## src/rtl/shift_arbiter_pkg.sv

```systemverilog
// Shared types and constants for the two-requester shift arbiter.
// Contents: data/shift widths, FSM state encoding, requester IDs and the
// captured command payload.
package shift_arbiter_pkg;

    localparam int unsigned DW = 8;   // operand width
    localparam int unsigned SW = 3;   // shift-amount width, log2(DW)

    // FSM state encoding
    typedef logic [1:0] state_t;
    localparam state_t ST_IDLE  = 2'd0;
    localparam state_t ST_SHIFT = 2'd1;
    localparam state_t ST_RESP  = 2'd2;

    // Requester IDs
    localparam logic ID_A = 1'b0;
    localparam logic ID_B = 1'b1;

    // Command captured from the granted requester
    typedef struct packed {
        logic [DW-1:0] din;
        logic [SW-1:0] shamt;
        logic          lr;
        logic          al;
        logic          id;
    } cmd_t;

endpackage

```

## src/rtl/barrel_shift8.sv

```systemverilog
// Purely combinational 8-bit barrel shifter, three stages (1/2/4).
// Ports:
//   din   - operand
//   shamt - shift amount 0..7
//   lr    - direction: 0 = right, 1 = left
//   al    - right-shift fill: 0 = zero, 1 = din[7] (ignored for left)
//   dout  - shifted result
module barrel_shift8
    import shift_arbiter_pkg::*;
(
    input  logic [DW-1:0] din,
    input  logic [SW-1:0] shamt,
    input  logic          lr,
    input  logic          al,
    output logic [DW-1:0] dout
);

    logic          fill;
    logic [DW-1:0] s1;
    logic [DW-1:0] s2;

    // Sign fill only applies to arithmetic right shifts
    assign fill = ~lr & al & din[DW-1];

    // Stage k shifts by 2^k when shamt[k] is set
    always_comb begin
        s1 = din;
        if (shamt[0]) s1 = lr ? {din[DW-2:0], 1'b0} : {fill, din[DW-1:1]};
        s2 = s1;
        if (shamt[1]) s2 = lr ? {s1[DW-3:0], 2'b00} : {{2{fill}}, s1[DW-1:2]};
        dout = s2;
        if (shamt[2]) dout = lr ? {s2[DW-5:0], 4'b0000} : {{4{fill}}, s2[DW-1:4]};
    end

endmodule

```

## src/rtl/shift_arbiter.sv

```systemverilog
// Arbitrates two requesters onto one shared barrel shifter and returns the
// registered result, tagged with the requester ID, on one response channel.
// Ports:
//   clk, rst                         - clock, synchronous active-high reset
//   a_valid/a_ready/a_din/a_shamt/a_lr/a_al - requester A command channel
//   b_valid/b_ready/b_din/b_shamt/b_lr/b_al - requester B command channel
//   resp_valid/resp_ready/resp_dout/resp_id - response channel (id 0=A, 1=B)
// Build option: SHIFT_ARB_FIXED_PRIO_EN selects fixed priority (A wins ties)
// and removes the round-robin pointer; default is round robin.
module shift_arbiter
    import shift_arbiter_pkg::*;
(
    input  logic          clk,
    input  logic          rst,
    input  logic          a_valid,
    output logic          a_ready,
    input  logic [DW-1:0] a_din,
    input  logic [SW-1:0] a_shamt,
    input  logic          a_lr,
    input  logic          a_al,
    input  logic          b_valid,
    output logic          b_ready,
    input  logic [DW-1:0] b_din,
    input  logic [SW-1:0] b_shamt,
    input  logic          b_lr,
    input  logic          b_al,
    output logic          resp_valid,
    input  logic          resp_ready,
    output logic [DW-1:0] resp_dout,
    output logic          resp_id
);

    state_t        state_q, state_d;
    cmd_t          cmd_q, cmd_d;
    logic [DW-1:0] dout_q, dout_d;
    logic          id_q, id_d;
    logic          rvalid_q, rvalid_d;
    logic [DW-1:0] shift_dout;
    logic          gnt_a, gnt_b;

`ifndef SHIFT_ARB_FIXED_PRIO_EN
    logic          ptr_q, ptr_d;   // requester that wins a tie
`endif

    // Grant selection
`ifdef SHIFT_ARB_FIXED_PRIO_EN
    assign gnt_a = a_valid;
    assign gnt_b = b_valid & ~a_valid;
`else
    assign gnt_a = a_valid & (~b_valid | (ptr_q == ID_A));
    assign gnt_b = b_valid & (~a_valid | (ptr_q == ID_B));
`endif

    // Ready is a combinational grant, suppressed while reset is applied
    assign a_ready = ~rst & (state_q == ST_IDLE) & gnt_a;
    assign b_ready = ~rst & (state_q == ST_IDLE) & gnt_b;

    assign resp_valid = rvalid_q;
    assign resp_dout  = dout_q;
    assign resp_id    = id_q;

    barrel_shift8 u_shift (
        .din   (cmd_q.din),
        .shamt (cmd_q.shamt),
        .lr    (cmd_q.lr),
        .al    (cmd_q.al),
        .dout  (shift_dout)
    );

    // Next-state and register-update logic
    always_comb begin
        state_d  = state_q;
        cmd_d    = cmd_q;
        dout_d   = dout_q;
        id_d     = id_q;
        rvalid_d = rvalid_q;
`ifndef SHIFT_ARB_FIXED_PRIO_EN
        ptr_d    = ptr_q;
`endif
        case (state_q)
            ST_IDLE: begin
                if (a_ready) begin
                    cmd_d   = '{din: a_din, shamt: a_shamt, lr: a_lr, al: a_al, id: ID_A};
                    state_d = ST_SHIFT;
                end else if (b_ready) begin
                    cmd_d   = '{din: b_din, shamt: b_shamt, lr: b_lr, al: b_al, id: ID_B};
                    state_d = ST_SHIFT;
                end
            end
            ST_SHIFT: begin
                dout_d   = shift_dout;
                id_d     = cmd_q.id;
                rvalid_d = 1'b1;
                state_d  = ST_RESP;
            end
            ST_RESP: begin
                if (resp_ready) begin
                    rvalid_d = 1'b0;
`ifndef SHIFT_ARB_FIXED_PRIO_EN
                    ptr_d    = ~id_q;   // hand the tie-break to the other side
`endif
                    state_d  = ST_IDLE;
                end
            end
            default: begin
                rvalid_d = 1'b0;
                state_d  = ST_IDLE;
            end
        endcase
    end

    // State registers
    always_ff @(posedge clk) begin
        if (rst) begin
            state_q  <= ST_IDLE;
            cmd_q    <= '0;
            dout_q   <= '0;
            id_q     <= ID_A;
            rvalid_q <= 1'b0;
`ifndef SHIFT_ARB_FIXED_PRIO_EN
            ptr_q    <= ID_A;
`endif
        end else begin
            state_q  <= state_d;
            cmd_q    <= cmd_d;
            dout_q   <= dout_d;
            id_q     <= id_d;
            rvalid_q <= rvalid_d;
`ifndef SHIFT_ARB_FIXED_PRIO_EN
            ptr_q    <= ptr_d;
`endif
        end
    end

endmodule

```

## config.mk

```make
export PLATFORM = sky130hd
export DESIGN_NAME = shift_arbiter
export DESIGN_NICKNAME = d
export VERILOG_FILES = /design/src/rtl/shift_arbiter_pkg.sv /design/src/rtl/barrel_shift8.sv /design/src/rtl/shift_arbiter.sv
export SDC_FILE = /design/constraint.sdc
export NUM_CORES = 1
export LEC_CHECK = 0
export ABC_AREA = 1
export CAP_MARGIN = 25
export CORE_ASPECT_RATIO = 1.4
export CORE_MARGIN = 1.5
export CORE_UTILIZATION = 65
export DETAILED_ROUTE_END_ITERATION = 8
export DONT_BUFFER_PORTS = 1
export PLACE_DENSITY = 0.81
export SLEW_MARGIN = 40
export SYNTH_ARGS = -nofsm -noshare
export SYNTH_HDL_FRONTEND = slang
export SYNTH_SLANG_ARGS = --single-unit
```

## constraint.sdc

```tcl
create_clock -name clk -period 1.96 [get_ports clk]
set_input_delay 0 -clock clk [delete_from_list [all_inputs] [get_ports clk]]
set_output_delay 0 -clock clk [all_outputs]
set_load 0.01 [all_outputs]
```

==> flow_summary.ini <==
[synth]
syn-instance-count = 234
async_flop_share_pct = 0
synth-seq-area-share_pct = 34.5
synthTopCellsByCount = nand2_1, nand3_1, dfxtp_1
yosysTopAreaCell = dfxtp_1
syn_nets = 265
synth_top_cell_area_share_pct = 34.5
netlist_area_sq_mm = 0.00157
synth_area_per_cell_sq_um = 6.70
synthFlopType = dfxtp_1
ys_ff_latch = 27
yosys_warnings = 0
yosysMostFrequentCell = nand2_1
synth_cell_types = 26
synth_edf_count = 0
synth.area.top_cells = dfxtp_1, nand2_1, nand3_1

[cts]
cts_hold_buf = 29
post_cts_buffers = 0
clock-sinks = 27
clk_pin_slew_ps = 160
clockRootBuffer = clkbuf_4
insertion_delay_ps = 340
cts_tree = yes
ctsResizeCount = 0
clk_path_buf_depth = 2
cts_buffers = 3
htreeDepth = 1

[critical_path]
crit_family = simple AND/OR/NAND/NOR gates
crit_path_start_kind = flop
regToRegStartpoint = state_q[1]
crit_path_max_incr_delay_ps = 410
cp-end-kind = flop
critPathRequiredTime_ps = 2220
slowest_stage = dfxtp_1
crit_type = flop to flop
r2r_slack_ps = 360
crit_fanout = 27
timing.critical_path.from = state_q[1]
path_cells = nor3_4, nand2_2, nand2_4, o21ai_0, a31oi_1
path_buf_inv = 0
worstPathArrival_ps = 1860

[power_and_ir_drop]
internal_power_uw = 859
power.leakage_nw = 0.787
switching_share_pct = 37.7
power_density_mw_per_mm2 = 741
p_sw_uw = 520
ir_drop_mv = 0.598
p_comb_share_pct = 30.9
p_total_mw = 1.38
clkPwrFrac_pct = 19.0
p_seq_share_pct = 50.1

[timing]
slew_headroom_pct = 64.0
setup_viol = 0
hold_ws_ps = 19.6
rsz0062_at_grt = no
slew_violations = 0
hold_viol = 0
post-route-period-util_pct = 81.7
max_freq_ghz = 0.625
fin_crit_ps = 1600
fin_setup_tns_ps = 0
tightest_slew_ps = 539
fin_skew_ps = 5.46

[place]
dp.final_hpwl_mm = 2.63
numPortBuffers = 0
place.gp.congestion = 0.933
post_dp_cell_area_sq_mm = 0.00154

[floorplanning]
die-area_sq_mm = 0.00272
start_util_pct = 70.4
io_pins = 43
fp.dieW_um = 44.5
row_count = 20
die_y_um = 61.1
core_area_sq_mm = 0.00223

[detailed_routing]
detail-route-antenna-nets = 0
drt-total-wl_mm = 4.53
first_iter_violations = 110
wl_per_cell_um = 16.1
firstDrtPassIters = 7
vias = 1760
routed_via_density = 6.26
drcViolationCount = 2

[run]
drv_cap = 0

[hold_path]
holdCritStartpoint = rst
hold_class = input pin to flop

[grt]
grt_max_degree = 28
grt_pass1_vias = 1625
antenna_found_initial = 0
grt-ovfl-total = 0
grt_pass1_wl_mm = 7.20
grtUsageTotal_pct = 35.3

[finish]
nets = 291
syn_to_final_growth_pct = 18.8
drive_above_1_share_pct = 11.6
fin_area_sq_mm = 0.00186
num_antenna_cells = 0
fillers = 139
final_core_util_pct = 83.6

[run_status]
status = finished with violations
violations = design-rule violations
[power by group through the flow]
stage	logic (mW)	registers (mW)	clock network [mW]
after CTS	0.406	0.685	0.253
after global routing	0.471	0.698	0.286
final	0.427	0.691	0.262
after global placement	0.345	0.694	0
after floorplan	0.318	0.676	0
after detailed placement	0.357	0.697	0
[flip-flops by register name, summed over array words and instances, names as in the netlist]
signal and count:
resp_valid 1, state_q 2, resp_dout 8, resp_id 1
cmd_q 14, ptr_q 1
[through the flow]
| step | cells | worst slack (ps) |
|---|---|---|
| floorplan | 234 | 716 |
| global placement | 248 | 548 |
| detailed placement | 248 | 488 |
| CTS | 281 | 451 |
| global route | 281 | 195 |
| finish | 281 | 359 |
[worst reg2reg max path, delay by kind of cell, from the launching register on]
kind | cells | cell delay, ps
AO/OA/AOI/OAI | 2 | 350
flip-flops | 1 | 410
AND/OR/NAND/NOR | 3 | 780
[cells in the final DEF (no fill, tap or decap), drive strengths merged]
| master | instances |
|---|---|
| a21oi | 14 |
| a31oi | 14 |
| buf | 2 |
| clkbuf | 3 |
| clkinv | 2 |
| clkinvlp | 1 |
| dfxtp | 27 |
| dlygate4sd3 | 29 |
| inv | 17 |
| nand2 | 75 |
| nand3 | 30 |
| nand3b | 1 |
| nor2 | 9 |
| nor3 | 1 |
| o211ai | 4 |
| o21ai | 23 |
| or2 | 7 |
[cell families after synthesis]
kind of cell | Yosys count | synth area share (%)
AOI/OAI and AO/OA | 55 | 20.8
buffers and inverters | 29 | 9.02
DFF | 27 | 34.5
and+or+nand+nor | 123 | 35.8
[metal layers]
metal | vias up | wire [um] | track usage [%]
li1 | 836 | - | -
met1 | 774 | 1720 | 39.3
met2 | 125 | 2260 | 65.8
met3 | 25 | 427 | 7.04
met4 | 0 | 125 | 11.3
met5 | - | 0 | 0
[path summary, 6_finish.rpt]
kind | to | depth (start not counted)
max | cmd_q[7] | 5
min | state_q[0] | 3
max reg2reg | cmd_q[7] | 5
min reg2reg | ptr_q | 2
[area by class of cell]
class	instances	area [sq um]	area share, %
multi-input cells	178	886	47.6
flip-flops and latches	27	541	29.0
repair buffers	31	305	16.4
inverters	19	72.6	3.90
well taps	22	27.5	1.48
clock buffers	3	22.5	1.21
clock inverters	1	7.51	0.403
Power figures use the tool's default switching activity.
